$ cat config.mk
export PLATFORM = sky130hd
export DESIGN_NAME = shift_sequencer_flat
export DESIGN_NICKNAME = d
export VERILOG_FILES = /design/src/rtl/shift_pkg.sv /design/src/rtl/shift_if.sv /design/src/rtl/shift_step.sv /design/src/rtl/shift_sequencer.sv /design/src/flat_wrapper.sv
export SDC_FILE = /design/constraint.sdc
export NUM_CORES = 1
export LEC_CHECK = 0
export CORE_UTILIZATION = 46
export DETAILED_ROUTE_END_ITERATION = 12
export PLACE_DENSITY = 0.73
export SETUP_SLACK_MARGIN = 0.5
export SYNTH_ARGS = -nofsm -noshare
export SYNTH_HDL_FRONTEND = slang
export SYNTH_SLANG_ARGS = --single-unit
$ cat constraint.sdc
create_clock -name clk -period 2.75 [get_ports clk]
set_input_delay 0.6875 -clock clk [delete_from_list [all_inputs] [get_ports clk]]
set_output_delay 0.6875 -clock clk [all_outputs]
set_load 0.01 [all_outputs]
$ cat src/rtl/shift_pkg.sv
// Shared definitions for the multi-cycle shift unit: widths, op codes,
// FSM state encodings and the per-step shift limit.
package shift_pkg;

  localparam int DATA_W  = 64;
  localparam int SHAMT_W = 6;

  localparam logic [1:0] OP_LSL = 2'b00;
  localparam logic [1:0] OP_LSR = 2'b01;
  localparam logic [1:0] OP_ASR = 2'b10;
  localparam logic [1:0] OP_ROR = 2'b11;

  localparam logic [1:0] S_IDLE  = 2'd0;
  localparam logic [1:0] S_SHIFT = 2'd1;
  localparam logic [1:0] S_DONE  = 2'd2;

  localparam logic [1:0] STEP_MAX = 2'd3;

endpackage

$ cat src/rtl/shift_if.sv
// Request/response bundle between the ALU control FSM (master) and the
// shift sequencer (slave).
interface shift_if;
  import shift_pkg::*;

  logic               start;
  logic [1:0]         op;
  logic [DATA_W-1:0]  din;
  logic [SHAMT_W-1:0] shamt;
  logic [DATA_W-1:0]  dout;
  logic               busy;
  logic               done;

  modport master (output start, op, din, shamt, input dout, busy, done);
  modport slave  (input start, op, din, shamt, output dout, busy, done);

endinterface

$ cat src/rtl/shift_step.sv
// Single-step combinational shifter: applies op by 0..3 bit positions.
module shift_step
  import shift_pkg::*;
(
  input  logic [DATA_W-1:0] din,
  input  logic [1:0]        op,
  input  logic [1:0]        step,
  output logic [DATA_W-1:0] dout
);

  // select the shifted operand for the requested op
  always_comb begin
    dout = din;
    case (op)
      OP_LSL:  dout = din << step;
      OP_LSR:  dout = din >> step;
      OP_ASR:  dout = $signed(din) >>> step;
      default: dout = DATA_W'({din, din} >> step);
    endcase
  end

endmodule

$ cat src/rtl/shift_sequencer.sv
// Multi-cycle 64-bit shifter: reaches any shift amount 0..63 in steps of at
// most three positions, one step per clock, with start/busy/done handshake.
// Optional feature macro: SHIFT_ROR_EN (op=11 rotates right when defined,
// otherwise op=11 returns the operand unchanged after one cycle).
//
// state   | meaning
// S_IDLE  | waiting for start; latches operand, op and amount
// S_SHIFT | applying one step per clock until the amount is used up
// S_DONE  | one-cycle done pulse, dout holds the result
module shift_sequencer
  import shift_pkg::*;
(
  input  logic    clk,
  input  logic    reset_n,
  shift_if.slave  bus
);

  logic [1:0]         state;
  logic [1:0]         op_q;
  logic [SHAMT_W-1:0] rem;
  logic [DATA_W-1:0]  dout_q;
  logic [1:0]         step;
  logic [DATA_W-1:0]  step_out;
  logic               op_illegal;

`ifdef SHIFT_ROR_EN
  assign op_illegal = 1'b0;
`else
  assign op_illegal = (bus.op == OP_ROR);
`endif

  // step = min(rem, STEP_MAX)
  always_comb begin
    step = STEP_MAX;
    if (rem <= {{(SHAMT_W-2){1'b0}}, STEP_MAX}) step = rem[1:0];
  end

  shift_step u_step (
    .din  (dout_q),
    .op   (op_q),
    .step (step),
    .dout (step_out)
  );

  // sequencing FSM, remaining-count and result register
  always_ff @(posedge clk or negedge reset_n) begin
    if (!reset_n) begin
      state  <= S_IDLE;
      op_q   <= OP_LSL;
      rem    <= '0;
      dout_q <= '0;
    end else begin
      case (state)
        S_IDLE: begin
          if (bus.start) begin
            dout_q <= bus.din;
            op_q   <= bus.op;
            if (op_illegal || bus.shamt == '0) begin
              rem   <= '0;
              state <= S_DONE;
            end else begin
              rem   <= bus.shamt;
              state <= S_SHIFT;
            end
          end
        end
        S_SHIFT: begin
          dout_q <= step_out;
          rem    <= rem - {{(SHAMT_W-2){1'b0}}, step};
          if (rem == {{(SHAMT_W-2){1'b0}}, step}) state <= S_DONE;
        end
        S_DONE:  state <= S_IDLE;
        default: state <= S_IDLE;
      endcase
    end
  end

  assign bus.dout = dout_q;
  assign bus.busy = (state == S_SHIFT);
  assign bus.done = (state == S_DONE);

endmodule
$ cat src/flat_wrapper.sv
// flat-port wrapper written by rule: the top's interface ports become plain ports
module shift_sequencer_flat import shift_pkg::*;
  (clk, reset_n, bus_start, bus_op, bus_din, bus_shamt, bus_dout, bus_busy, bus_done);
  shift_if bus_i ();
  input  logic clk;
  input  logic reset_n;
  input wire logic [$bits(bus_i.start)-1:0] bus_start;
  input wire logic [$bits(bus_i.op)-1:0] bus_op;
  input wire logic [$bits(bus_i.din)-1:0] bus_din;
  input wire logic [$bits(bus_i.shamt)-1:0] bus_shamt;
  output wire logic [$bits(bus_i.dout)-1:0] bus_dout;
  output wire logic [$bits(bus_i.busy)-1:0] bus_busy;
  output wire logic [$bits(bus_i.done)-1:0] bus_done;
  assign bus_i.start = bus_start;
  assign bus_i.op = bus_op;
  assign bus_i.din = bus_din;
  assign bus_i.shamt = bus_shamt;
  assign bus_dout = bus_i.dout;
  assign bus_busy = bus_i.busy;
  assign bus_done = bus_i.done;
  shift_sequencer u_core (.clk(clk), .reset_n(reset_n), .bus(bus_i));
endmodule
==> run summary <==
Critical-path top delay cell: or4_4
ys flop type: dfrtp_1
Post-synth EDFFs: 0
CP Max Fanout: 13
top cell type's share of synthesized area: 0.270
register area share after synthesis: 0.270
critical path type: flip-flop to flip-flop
clock root cell: clkbuf_16
endpoints failing setup: 0
Vias/cell: 6.97
crit-path cells: or4_4 > nor2_8 > buf_8 > mux4_2 > mux2i_1 > a21oi_1
vias in the first global route: 7559
YS warnings: 0
Core Region: 0.0145 mm²
vias: 8312
H-tree levels: 3
Worst Setup Start Kind: flip-flop
first-pass GRT wire length: 38900 µm
Clock Skew: 0.00742 ns
Num CTS Buffers: 9
Initial Util: 0.471
Die Width: 124 µm
crit path capture type: flip-flop
Hold Fails Final Rpt: 0
num rows: 44
fraction of registers with async set/reset: 1.00
Final period util: 0.830
# nets final: 1081
post-synth top area cell: dfrtp_1
final worst setup slack: 0.468 ns
IO Pins: 141
Clock Tree Buf Depth: 2
crit-path max cell delay: 0.63 ns
Final Core Density: 0.621
DRT Wirelength: 24900 µm
GRT overflow: 0
Max Cap Viol: 0
Gate Count Post-Synth: 887
number of port buffers: 140
pre-CTS setup slack: 0.256 ns
CTS Hold Bufs: 0
die area: 0.0154 mm²
crit path DAT: 2.51 ns
RD Place Congestion: 0.922
Cell Area, Synth: 0.00685 mm²
Mean Syn Cell Area: 7.72 µm²
fin. max-slew vios: 0
leakage: 3.31 nW
initial antenna violation count: 0
Area growth, synth to finish: 31.9%
placed inst area: 0.00844 mm²
WL per Instance: 20.9 µm
RSZ-0062 raised after global routing: true
CTS tree: yes
worst-margin pin slew: 0.677 ns
# DRC: 0
CTS Sinks: 74
Req. time, crit path: 2.97 ns
Hold WC Path Type: primary input to async pin
Clk pin slew, worst setup/hold paths: 0.06 ns
Final min period: 2.28 ns
dpl hpwl: 15700 µm
pwr dens: 1460 mW/mm²
ant diodes: 0
fraction of layout cells with a size suffix above 1: 0.125
drt pass-1 iters: 6
post-synth cell types: 62
slew margin rel.: 0.547
Fin Setup TNS: 0 ns
Cells after DPL: 1155
Syn Nets: 963
Final Non-Filler Cells: 1192
#FFs+latches synth: 74
Die Y: 124 µm
Tot GR Track Use: 0.326
Finished Cell Area: 0.00903 mm²
Initial DRC Count: 1004
pin count of the biggest net entering global routing: 71
status: complete, no violations
ANT nets after route: 0
Max Clock Freq: 0.438 GHz
Max rail drop VDD: 675 µV
Skew-Pair Late Insertion Delay: 0.35 ns
Fill cells: 1302
ranking of synthesized cells by area: dfrtp_1, a21oi_1, mux4_2, nand2_1, o22ai_1
==> cells by family (layout without fill, tap and decap cells) <==
group / count (synthesis) / after routing / share of synthesized area
AOI/OAI and AO/OA: 450 / 450 / 0.418
and+or+nand+nor: 225 / 228 / 0.163
adders and majority gates: 1 / 1 / 0.00183
xor gates and xnor gates: 1 / 1 / 0.00128
buffers and inverters: 108 / 226 / 0.0720
muxes: 28 / 28 / 0.0731
DFF: 74 / 74 / 0.270
==> cell type report <==
cell class | instances | area (µm²) | area share
multi-input combinational | 708 | 4610 | 0.510
timing repair buffer | 206 | 2060 | 0.228
clock buffer | 14 | 254 | 0.0281
tap | 184 | 230 | 0.0255
inverter | 6 | 22.5 | 0.00249
sequential | 74 | 1860 | 0.206
==> worst paths after layout <==
| check | from | to | slack, ns | depth (start not counted) |
|---|---|---|---|---|
| min reg2reg | u_core.state[1] | u_core.bus.dout[13] | 0.54 | 2 |
| max reg2reg | u_core.rem[2] | u_core.bus.dout[3] | 0.47 | 6 |
| max | u_core.rem[2] | u_core.bus.dout[3] | 0.47 | 6 |
| max in group asynchronous | reset_n | u_core.bus.dout[30] | 1.86 | 2 |
| min in group clk | u_core.state[1] | u_core.bus.dout[13] | 0.54 | 2 |
| min | reset_n | u_core.bus.dout[3] | 0.30 | 1 |
==> metal layers <==
layer	share of wire	GRT usage
met2	0.47	0.523
met1	0.40	0.426
met3	0.093	0.0408
met4	0.037	0.178
met5	0	0
==> critical path: cells and delay by family, from the launching register on <==
| family | cells | cell delay, ns |
|---|---|---|
| compound gates | 1 | 0.09 |
| simple gates | 2 | 0.81 |
| buf+inv | 1 | 0.18 |
| mux | 2 | 0.66 |
| flops | 1 | 0.43 |
==> stage by stage <==
stage	hold slack, ns	total power, mW
5_1_grt	0.332	14.2
3_3_place_gp	0.508	11.3
2_1_floorplan	0.392	8.53
3_5_place_dp	0.514	11.5
6_report	0.295	13.2
4_1_cts	0.307	12.9
==> state kept, by name, summed over array words and instances, names as in the netlist <==
| register | cells |
|---|---|
| u_core.rem | 6 |
| u_core.bus.dout | 64 |
| u_core.state | 2 |
| u_core.op_q | 2 |
==> Yosys cell counts, drive strengths merged (3+ instances only) <==
| library cell | n |
|---|---|
| mux2i | 11 |
| a221oi | 26 |
| a32o | 3 |
| a31oi | 25 |
| o21a | 34 |
| a32oi | 3 |
| o211a | 3 |
| a31o | 3 |
| o31ai | 4 |
| a221o | 4 |
| a2111oi | 4 |
| buf | 34 |
| a211oi | 37 |
| o22a | 4 |
| nand3 | 27 |
| dfrtp | 74 |
| nand2b | 4 |
| nor3 | 42 |
| nand2 | 90 |
| clkbuf | 68 |
| o22ai | 53 |
| inv | 5 |
| a21oi | 184 |
| nor3b | 8 |
| mux4 | 17 |
| nor2b | 5 |
| nand3b | 5 |
| or3 | 9 |
| o21ai | 26 |
| a211o | 5 |
| a311oi | 3 |
| nor2 | 27 |
| o211ai | 22 |
==> report_power, final <==
group / internal, mW / total, mW / switching, mW
combinational: 4.25 / 9.14 / 4.90
clock: 0.628 / 1.09 / 0.462
sequential: 1.68 / 2.96 / 1.28
==> cells in the final DEF, fill, tap and decap left out, types with 23 or more instances in the layout <==
master           instances
a21oi_1                184
clkdlybuf4s50_1        138
nand2_1                 88
dfrtp_1                 70
o22ai_1                 53
buf_4                   51
nor3_1                  40
a211oi_1                36
o21a_1                  34
nand3_1                 27
a221oi_1                25
a31oi_1                 24
nor2_1                  23
==> what timing repair did <==
item                       in CTS  in global routing
setup endpoints to repair      62                 47
setup buffers                  13                  5
gates cloned                    4                  1
gates resized for setup        10                 18
pin swaps                       5                 11
No activity file was read; power rests on OpenSTA's default activity.
